## config.mk

```make
export PLATFORM = sky130hd
export DESIGN_NAME = gam_class_winner_scan
export DESIGN_NICKNAME = d
export VERILOG_FILES = /design/src/rtl/GAM_package.sv /design/src/rtl/gam_max_m_select.sv /design/src/rtl/gam_class_winner_scan.sv
export SDC_FILE = /design/constraint.sdc
export NUM_CORES = 1
export LEC_CHECK = 0
export ABC_AREA = 1
export CORE_MARGIN = 3
export CORE_UTILIZATION = 30
export DETAILED_ROUTE_END_ITERATION = 7
export PLACE_DENSITY_LB_ADDON = 0.1
export SYNTH_ARGS = -nofsm -noshare
export SYNTH_HDL_FRONTEND = slang
export SYNTH_SLANG_ARGS = --single-unit
```

## constraint.sdc

```tcl
create_clock -name clk -period 2.2 [get_ports clk]
set_clock_uncertainty 0.2 [all_clocks]
set_input_delay 0.22 -clock clk [delete_from_list [all_inputs] [get_ports clk]]
set_output_delay 0.22 -clock clk [all_outputs]
set_load 0.005 [all_outputs]
```

## src/rtl/GAM_package.sv

```systemverilog
// GAM_package: types and constants shared by the memory-layer winner scan.
//   node_vector_T : weight vector stored per node slot (also presented as x)
//   mem_node_rd_T : one node-storage read return (w, m, occupied)
//   scan_state_T  : gam_class_winner_scan FSM states
//   GAM_MW        : default width of the learning count M
package GAM_package;

  localparam int GAM_VEC_W = 32;
  localparam int GAM_MW    = 8;

  typedef logic [GAM_VEC_W-1:0] node_vector_T;

  typedef struct packed {
    node_vector_T      w;
    logic [GAM_MW-1:0] m;
    logic              occupied;
  } mem_node_rd_T;

  typedef enum logic [2:0] {
    S_IDLE    = 3'd0,
    S_SCAN    = 3'd1,
    S_DRAIN   = 3'd2,
    S_HANDOFF = 3'd3,
    S_WAIT    = 3'd4,
    S_DONE    = 3'd5
  } scan_state_T;

endpackage

```

## src/rtl/gam_max_m_select.sv

```systemverilog
// gam_max_m_select: registered best-so-far tracker for the class scan.
// Each sampled slot replaces the held best only when it is occupied and
// either nothing is held yet or its M is strictly greater (unsigned), so a
// tie keeps the lower, earlier-seen index.
// Ports:
//   clk, rst       : clock, synchronous active-high reset
//   clear          : drop the held best (start of a new scan)
//   sample         : occupied/m/w/idx carry a returned slot this cycle
//   occupied,m,w,idx : returned slot contents and its slot index
//   nxt_*          : best including the slot presented this cycle; the
//                    owner can capture the final result on the last sample
module gam_max_m_select
  import GAM_package::*;
#(
  parameter int  NODES = 16,
  parameter int  MW    = GAM_MW,
  localparam int IW    = $clog2(NODES)
) (
  input  logic          clk,
  input  logic          rst,
  input  logic          clear,
  input  logic          sample,
  input  logic          occupied,
  input  logic [MW-1:0] m,
  input  node_vector_T  w,
  input  logic [IW-1:0] idx,
  output logic          nxt_valid,
  output logic [IW-1:0] nxt_idx,
  output logic [MW-1:0] nxt_m,
  output node_vector_T  nxt_w
);

  logic          best_valid;
  logic [IW-1:0] best_idx;
  logic [MW-1:0] best_m;
  node_vector_T  best_w;
  logic          take;

  always_comb begin
    take      = sample && occupied && (!best_valid || (m > best_m));
    nxt_valid = best_valid;
    nxt_idx   = best_idx;
    nxt_m     = best_m;
    nxt_w     = best_w;
    if (take) begin
      nxt_valid = 1'b1;
      nxt_idx   = idx;
      nxt_m     = m;
      nxt_w     = w;
    end
  end

  always_ff @(posedge clk) begin
    if (rst || clear) begin
      best_valid <= 1'b0;
      best_idx   <= '0;
      best_m     <= '0;
      best_w     <= '0;
    end else if (sample) begin
      best_valid <= nxt_valid;
      best_idx   <= nxt_idx;
      best_m     <= nxt_m;
      best_w     <= nxt_w;
    end
  end

endmodule

```

## src/rtl/gam_class_winner_scan.sv

```systemverilog
// gam_class_winner_scan: scans all node slots of one class in node storage,
// picks the occupied node with the largest learning count M (lowest index on
// a tie), presents its weights as x and the class as c to the associative
// layer, and runs the assoc_learning_start/assoc_learning_done handshake.
//
// Handshake: scan_start is a request sampled only in IDLE (ignored, not
// queued, while busy); scan_done is a one-cycle completion pulse with
// found/winner_* valid alongside; assoc_learning_start is a one-cycle pulse
// and assoc_learning_done is a level sampled only in WAIT.
//
// Ports: scan_start/scan_class/scan_key_response request; busy, scan_done,
// found, winner_idx, winner_m result; rd_en/rd_class/rd_idx node-storage read
// with rd_w/rd_m/rd_occupied returning one cycle later; x/c/key_response and
// assoc_learning_start/assoc_learning_done toward the associative layer;
// dbg_state exposes the FSM state.
//
// Optional: define GAM_ASSOC_TIMEOUT_EN to add parameter TIMEOUT and output
// timeout_err; WAIT then gives up after TIMEOUT cycles without done.
module gam_class_winner_scan
  import GAM_package::*;
#(
  parameter int NODES   = 16,
  parameter int CLASSES = 16,
  parameter int MW      = GAM_MW
`ifdef GAM_ASSOC_TIMEOUT_EN
  , parameter int TIMEOUT = 64
`endif
) (
  input  logic                     clk,
  input  logic                     rst,
  input  logic                     scan_start,
  input  int                       scan_class,
  input  logic                     scan_key_response,
  output logic                     busy,
  output logic                     scan_done,
  output logic                     found,
  output logic [$clog2(NODES)-1:0] winner_idx,
  output logic [MW-1:0]            winner_m,
  output logic                     rd_en,
  output int                       rd_class,
  output logic [$clog2(NODES)-1:0] rd_idx,
  input  node_vector_T             rd_w,
  input  logic [MW-1:0]            rd_m,
  input  logic                     rd_occupied,
  output node_vector_T             x,
  output int                       c,
  output logic                     key_response,
  output logic                     assoc_learning_start,
  input  logic                     assoc_learning_done,
`ifdef GAM_ASSOC_TIMEOUT_EN
  output logic                     timeout_err,
`endif
  output scan_state_T              dbg_state
);

  localparam int IW = $clog2(NODES);
  localparam int CW = (CLASSES > 1) ? $clog2(CLASSES) : 1;

  scan_state_T   state;
  logic [CW-1:0] class_q;
  logic          rd_vld_q;   // read data is on rd_* this cycle
  logic [IW-1:0] rd_idx_q;   // slot that the current read data belongs to
  logic          accept;

  logic          sel_valid;
  logic [IW-1:0] sel_idx;
  logic [MW-1:0] sel_m;
  node_vector_T  sel_w;

  // Node storage only holds CLASSES classes; upper class bits are dropped.
  logic unused_class_hi;
  assign unused_class_hi = ^scan_class;

`ifdef GAM_ASSOC_TIMEOUT_EN
  localparam int TW = $clog2(TIMEOUT + 1);
  logic [TW-1:0] to_cnt;
`endif

  assign accept    = (state == S_IDLE) && scan_start;
  assign busy      = (state != S_IDLE);
  assign dbg_state = state;
  assign c         = int'({{(32-CW){1'b0}}, class_q});
  assign rd_class  = c;

  gam_max_m_select #(
    .NODES (NODES),
    .MW    (MW)
  ) u_sel (
    .clk       (clk),
    .rst       (rst),
    .clear     (accept),
    .sample    (rd_vld_q),
    .occupied  (rd_occupied),
    .m         (rd_m),
    .w         (rd_w),
    .idx       (rd_idx_q),
    .nxt_valid (sel_valid),
    .nxt_idx   (sel_idx),
    .nxt_m     (sel_m),
    .nxt_w     (sel_w)
  );

  always_ff @(posedge clk) begin
    if (rst) begin
      state                <= S_IDLE;
      class_q              <= '0;
      key_response         <= 1'b0;
      rd_en                <= 1'b0;
      rd_idx               <= '0;
      rd_vld_q             <= 1'b0;
      rd_idx_q             <= '0;
      scan_done            <= 1'b0;
      found                <= 1'b0;
      winner_idx           <= '0;
      winner_m             <= '0;
      x                    <= '0;
      assoc_learning_start <= 1'b0;
`ifdef GAM_ASSOC_TIMEOUT_EN
      to_cnt               <= '0;
      timeout_err          <= 1'b0;
`endif
    end else begin
      scan_done            <= 1'b0;
      assoc_learning_start <= 1'b0;
      rd_vld_q             <= rd_en;
      rd_idx_q             <= rd_idx;
      case (state)
        S_IDLE: begin
          if (scan_start) begin
            state        <= S_SCAN;
            class_q      <= scan_class[CW-1:0];
            key_response <= scan_key_response;
            rd_en        <= 1'b1;
            rd_idx       <= '0;
`ifdef GAM_ASSOC_TIMEOUT_EN
            timeout_err  <= 1'b0;
`endif
          end
        end
        S_SCAN: begin
          if (rd_idx == IW'(NODES - 1)) begin
            rd_en <= 1'b0;
            state <= S_DRAIN;
          end else begin
            rd_idx <= rd_idx + 1'b1;
          end
        end
        S_DRAIN: begin
          // sel_* already includes the last slot returned this cycle.
          found      <= sel_valid;
          winner_idx <= sel_idx;
          winner_m   <= sel_m;
          x          <= sel_w;
          if (sel_valid) begin
            state                <= S_HANDOFF;
            assoc_learning_start <= 1'b1;
          end else begin
            state     <= S_DONE;
            scan_done <= 1'b1;
          end
        end
        S_HANDOFF: begin
          state <= S_WAIT;
`ifdef GAM_ASSOC_TIMEOUT_EN
          to_cnt <= '0;
`endif
        end
        S_WAIT: begin
          if (assoc_learning_done) begin
            state     <= S_DONE;
            scan_done <= 1'b1;
          end
`ifdef GAM_ASSOC_TIMEOUT_EN
          else if (to_cnt == TW'(TIMEOUT - 1)) begin
            state       <= S_DONE;
            scan_done   <= 1'b1;
            timeout_err <= 1'b1;
          end else begin
            to_cnt <= to_cnt + 1'b1;
          end
`endif
        end
        S_DONE: begin
          state <= S_IDLE;
        end
        default: begin
          state <= S_IDLE;
        end
      endcase
    end
  end

endmodule

```

; Yosys cells after proc, flatten, opt, wreduce, memory -nomap -nowiden
; Cells that the tools add are included.
[totals]
regBits = 110
inputBits = 78
out_inout_bits = 121
elab_cells = 62
[classes]
addsub = 1
magnitude_cmp = 1
n_eq_ne = 9
n_mux = 19
bitwise = 1
reduce_logical = 14
[op_table]
columns = op, count
row1 = 32-bit 2-to-1 mux, 1
row2 = 3-bit case mux with 5 select lines, 1
row3 = 3-bit 2-to-1 mux, 4
row4 = 4-bit 2-to-1 mux, 3
row5 = 3-bit AND reduction, 3
row6 = 8-bit greater-than comparator, 1
row7 = 8-bit 2-to-1 mux, 1
row8 = 2-bit != test (second input constant), 4
row9 = 4-bit case mux with 2 select lines, 1
row10 = 3-bit by 2-bit == test with 1-bit output (second input constant), 2
row11 = 1-bit 2-to-1 mux, 6
row12 = 4-bit by 1-bit adder with 4-bit output (second input constant), 1
row13 = 4-bit == test (second input constant), 1
row14 = 1-bit case mux with 2 select lines, 2
row15 = 3-bit by 1-bit == test with 1-bit output (second input constant), 1
row16 = 3-bit == test (second input constant), 1
row17 = 1-bit logical AND, 3
row18 = 3-bit logical NOT, 1
row19 = 3-bit nonzero test, 1
row20 = 1-bit logical OR, 2
row21 = 2-bit AND reduction, 1
row22 = 2-bit nonzero test, 1
row23 = 2-bit OR reduction, 1
row24 = 1-bit logical NOT, 1
row25 = 1-bit inverter, 1

; Longest topological paths before layout
[depth]
depth_word = 6
mapped_depth = 17
depth_no_buf = 16

; Modules after synthesis
; From an unflattened synthesis, not the netlist that was laid out.
[hier_totals]
hier_cells = 768
hier_area_um2 = 5226.3
[by_module_without_submodules]
columns = mod, n_inst, cells_each, area_per_inst_um2, seq_area_each_um2
row1 = gam_class_winner_scan, 1, 361, 2780.2, 1301.2
row2 = gam_max_m_select, 1, 407, 2446.1, 900.9

; Worst setup path before layout
; Ideal clock, no wire load.
[synth_timing]
path_kind = register to register
from = register u_sel.best_m[3]
to = register x[10]
setup_ns = 0.109
t_arrival_ns = 1.529
required_time_ns = 1.891
setup_slack_ns = 0.362
stages_incl_launch_ff = 17
path_buffers = 1
synth_period_minus_slack_ns = 1.838
cell_sequence = dfxtp_1 inv_1 ha_1 nand2_1 inv_2 nand2_1 nand2_1 nand2_1 nand2_1 nand2_1 nand2_4 nand2_8 buf_6 nand2_1 nand3_1 nand2_1 inv_1
[synth_between]
elab_chain_cells = 4
[synth_rtl]
columns = item, line
row1 = "start, declared", gam_max_m_select.sv:35  ; logic [MW-1:0] best_m;
row2 = "start signal, assigned", gam_max_m_select.sv:62  ; best_m <= nxt_m;
row3 = 8-bit greater-than comparator, gam_max_m_select.sv:40  ; take = sample && occupied && (!best_valid || (m > best_m));
row4 = 1-bit logical OR, gam_max_m_select.sv:40
row5 = 1-bit logical AND, gam_max_m_select.sv:40
row6 = 32-bit 2-to-1 mux, gam_max_m_select.sv:45  ; if (take) begin
row7 = "end signal, assigned", gam_class_winner_scan.sv:153  ; x <= sel_w;
row8 = "end, declared", gam_class_winner_scan.sv:45  ; output node_vector_T x,
; Every way passes these cells.
; A chain may end at the register's enable or synchronous reset.

; Worst setup path in the final report
[layout_timing]
from = register u_sel.best_m[4]
to = register winner_idx[0]
[layout_between]
elab_chain_cells = 4
[layout_rtl]
columns = item, line
row1 = 8-bit greater-than comparator, gam_max_m_select.sv:40
row2 = 1-bit logical OR, gam_max_m_select.sv:40
row3 = 1-bit logical AND, gam_max_m_select.sv:40
row4 = 4-bit 2-to-1 mux, gam_max_m_select.sv:45
row5 = "end signal, assigned", gam_class_winner_scan.sv:151  ; winner_idx <= sel_idx;
row6 = "end, declared", gam_class_winner_scan.sv:37  ; output logic [$clog2(NODES)-1:0] winner_idx,
; Every way passes these cells.

==> flow_metrics.env <==
export IMPL_drcViolationCount=0
export IMPL_yosys_warnings=0
export IMPL_hold_ws_ns=0.167
export IMPL_cts_sinks=110
export IMPL_io_buffers=114
export IMPL_grt_max_degree=83
export IMPL_r2r_slack_ns=0.07
export IMPL_die_area_um2=18300
export IMPL_rr_startpoint="u_sel.best_m[4]"
export IMPL_drt_iter0_drc=122
export IMPL_min_delay_path_depth=4
export IMPL_hp_class="input pin to flop"
export IMPL_critPathLaunchType="flop"
export IMPL_synthArstFlopShare_pct=0
export IMPL_synthDistinctLibCells=29
export IMPL_crit_fanout=8
export IMPL_power_switching_uw=1750
export IMPL_die_width_um=135
export IMPL_io_pins=199
export IMPL_finalPower_uw=5780
export IMPL_leakagePower_uw=0.00283
export IMPL_p_comb_share_pct=29.7
export IMPL_end_kind="flop"
export IMPL_ys_flop_type="dfxtp_1"
export IMPL_layout_nets=831
export IMPL_clock_latency_ns=0.35
export IMPL_p_sw_share_pct=30.2
export IMPL_relSlewSlack_pct=64.8
export IMPL_setup_viol=0
export IMPL_via_per_inst=4.36
export IMPL_yosysSeqAreaShare_pct=43.9
export IMPL_status="finished clean"
export IMPL_worstPathArrival_ns=2.18
export IMPL_num_vias=4213
export IMPL_worst_pin_slew_ns=0.526
export IMPL_syn_inst=631
export IMPL_wl_um=13600
export IMPL_dr_pass1_iters=4
export IMPL_drive_above_1_share_pct=14.8
export IMPL_rows=46
export IMPL_fin_cells=966
export IMPL_grt_overflow=0
export IMPL_power_frac_seq_pct=41.6
export IMPL_cts_tree="done"
export IMPL_peakVddDrop_mv=0.387
export IMPL_crit_type="flop to flop"
export IMPL_rsz0062_at_grt="yes"
export IMPL_chipHeight_um=135
export IMPL_intPower_uw=4030
export IMPL_hold_violations=0
export IMPL_period_share_pct=96.8
export IMPL_ys_ff_latch=110
export IMPL_cts_clk_slew_worst_paths_ns=0.07
export IMPL_grt_pass1_vias=3999
export IMPL_gr_usage_all_layers_pct=13.5
export IMPL_antenna_found_initial=1
export IMPL_core_um2=16100
export IMPL_layout_setup_ws_ns=0.0709
export IMPL_synth_edff_count=0
export IMPL_place_congestion=0.775
export IMPL_dpl_cell_area_um2=6150
export IMPL_place_ws_ns=-0.278
export IMPL_post_place_cells=939
export IMPL_drv_cap=0
export IMPL_clockPowerShare_pct=28.7
export IMPL_timing_fmax_mhz=470
export IMPL_htree_levels=3
export IMPL_cts_made_buffers=9
export IMPL_avgSynthCellArea_um2=7.95
export IMPL_grt_pass1_wl_um=19700
export IMPL_p_per_area_nw_per_um2=842
export IMPL_r2r_cells=12
export IMPL_min_period_ns=2.13
export IMPL_ant_nets=0
export IMPL_drv_slew=0
export IMPL_wl_per_cell_um=14.1
export IMPL_start_util_pct=31.1
export IMPL_cts_path_max_buffers=2
export IMPL_root_buffer="clkbuf_16"
export IMPL_final_area_um2=6870
export IMPL_required_ns=2.25
export IMPL_synthToLayoutAreaGrowth_pct=36.9
export IMPL_whs_endpoint="u_sel.best_m[5]"
export IMPL_dpl_hpwl_um=8580
export IMPL_rr_endpoint="winner_idx[0]"
export IMPL_min_from="rd_m[5]"
export IMPL_synth_area_um2=5020
power groups by stage:
stage	combinational (µW)	sequential, µW	clock, µW
6_report	1710	2410	1660
5_1_grt	1920	2440	1810
4_1_cts	1660	2410	1740
3_5_place_dp	1650	2450	0
3_3_place_gp	1640	2440	0
2_1_floorplan	947	2440	0
layout by cell type (no fill, tap or decap), drive strengths merged:
master         netlist  layout
a211oi               2       2
a21o                 1       1
a21oi               52      52
a32oi                1       1
buf                 84      18
bufinv               0       1
clkbuf               9      15
clkdlybuf4s50        0     113
clkinv               0       2
clkinvlp             0       2
conb                 1      56
dfxtp              110     110
diode                0       1
dlymetal6s2s         0       1
ha                   9       9
inv                 78      78
nand2              112     116
nand3               94      94
nand4                1       1
nor2                15      15
nor3                 7       7
o211ai               1       1
o21a                44      44
o21ai                9       9
o221ai               1       1
flip-flops by register name, indices dropped and copies added, names as in the netlist, 3 cells and up:
name and flops:
u_sel.best_w 32, x 32, u_sel.best_m 8, winner_m 8, class_q 4, rd_idx 4
rd_idx_q 4, u_sel.best_idx 4, winner_idx 4, dbg_state 3
logic make-up after synthesis:
family	share of synthesized area, %
other	0.0747
DFF	43.9
AOI/OAI and AO/OA	13.7
and+or+nand+nor	21.3
buffers and inverters	18.8
adders and majority gates	2.24
final cells by class:
cell class	count	area, µm²
multi-input cells	409	2350
diodes	1	2.50
clock buffers	11	243
fillers	1625	9250
repair buffers	136	1440
clock inverters	5	58.8
flip-flops and latches	110	2210
inverters	78	293
well taps	216	270
metrics by stage:
stage / utilization, % / setup TNS (ns)
3_3_place_gp: 38.2 / -18.85
4_1_cts: 40.0 / 0
6_report: 42.6 / 0
5_1_grt: 42.6 / -0.153
3_5_place_dp: 38.2 / -19.38
2_1_floorplan: - / 0
synthesized netlist by cell type, types with 2 or more instances:
cell | n | area [µm²]
inv_2 | 4 | 15.0
o21a_1 | 44 | 330
ha_1 | 9 | 113
nor2_1 | 14 | 52.6
buf_6 | 2 | 22.5
inv_1 | 74 | 278
dfxtp_1 | 110 | 2200
clkbuf_1 | 9 | 33.8
nand3_1 | 94 | 470
buf_4 | 67 | 503
buf_1 | 3 | 11.3
nor3_1 | 7 | 35.0
nand2_2 | 21 | 131
buf_8 | 2 | 30.0
a21oi_1 | 52 | 260
o21ai_0 | 9 | 45.0
nand2_1 | 89 | 334
buf_2 | 10 | 50.1
critical path, stage by stage (launching register included):
cell and delay (ns):
dfxtp_2 0.34, inv_1 0.07, ha_4 0.26, nand2_2 0.05
nor2_4 0.11, nand4_1 0.16, nand2_4 0.17, nand2_8 0.14
clkbuf_16 0.22, nand3_1 0.11, nand3_2 0.09, nand2_1 0.06
inv_1 0.03
per-layer routing:
metal,wire length [µm],vias up,global-route usage (%)
li1,-,2160,-
met1,6480,1929,17.4
met2,6160,108,21.7
met3,737,14,3.60
met4,181,2,4.93
met5,13,-,0
worst max path at each step:
stage,startpoint,end,slack [ns]
after global placement,rd_m[7],x[17],-0.27
after detailed placement,rd_m[7],x[31],-0.28
final,u_sel.best_m[4],winner_idx[0],0.07
after CTS,u_sel.best_m[7],x[31],0.04
after global routing,u_sel.best_m[4],x[25],-0.03
after floorplan,u_sel.best_m[3],x[10],0.36
what timing repair did:
action | in CTS | in global routing
hold buffers | 0 | 0
endpoints found under the setup margin | 0 | 88
resized for setup | 0 | 51
setup buffers | 0 | 1
(Power assumes the default switching activity.)
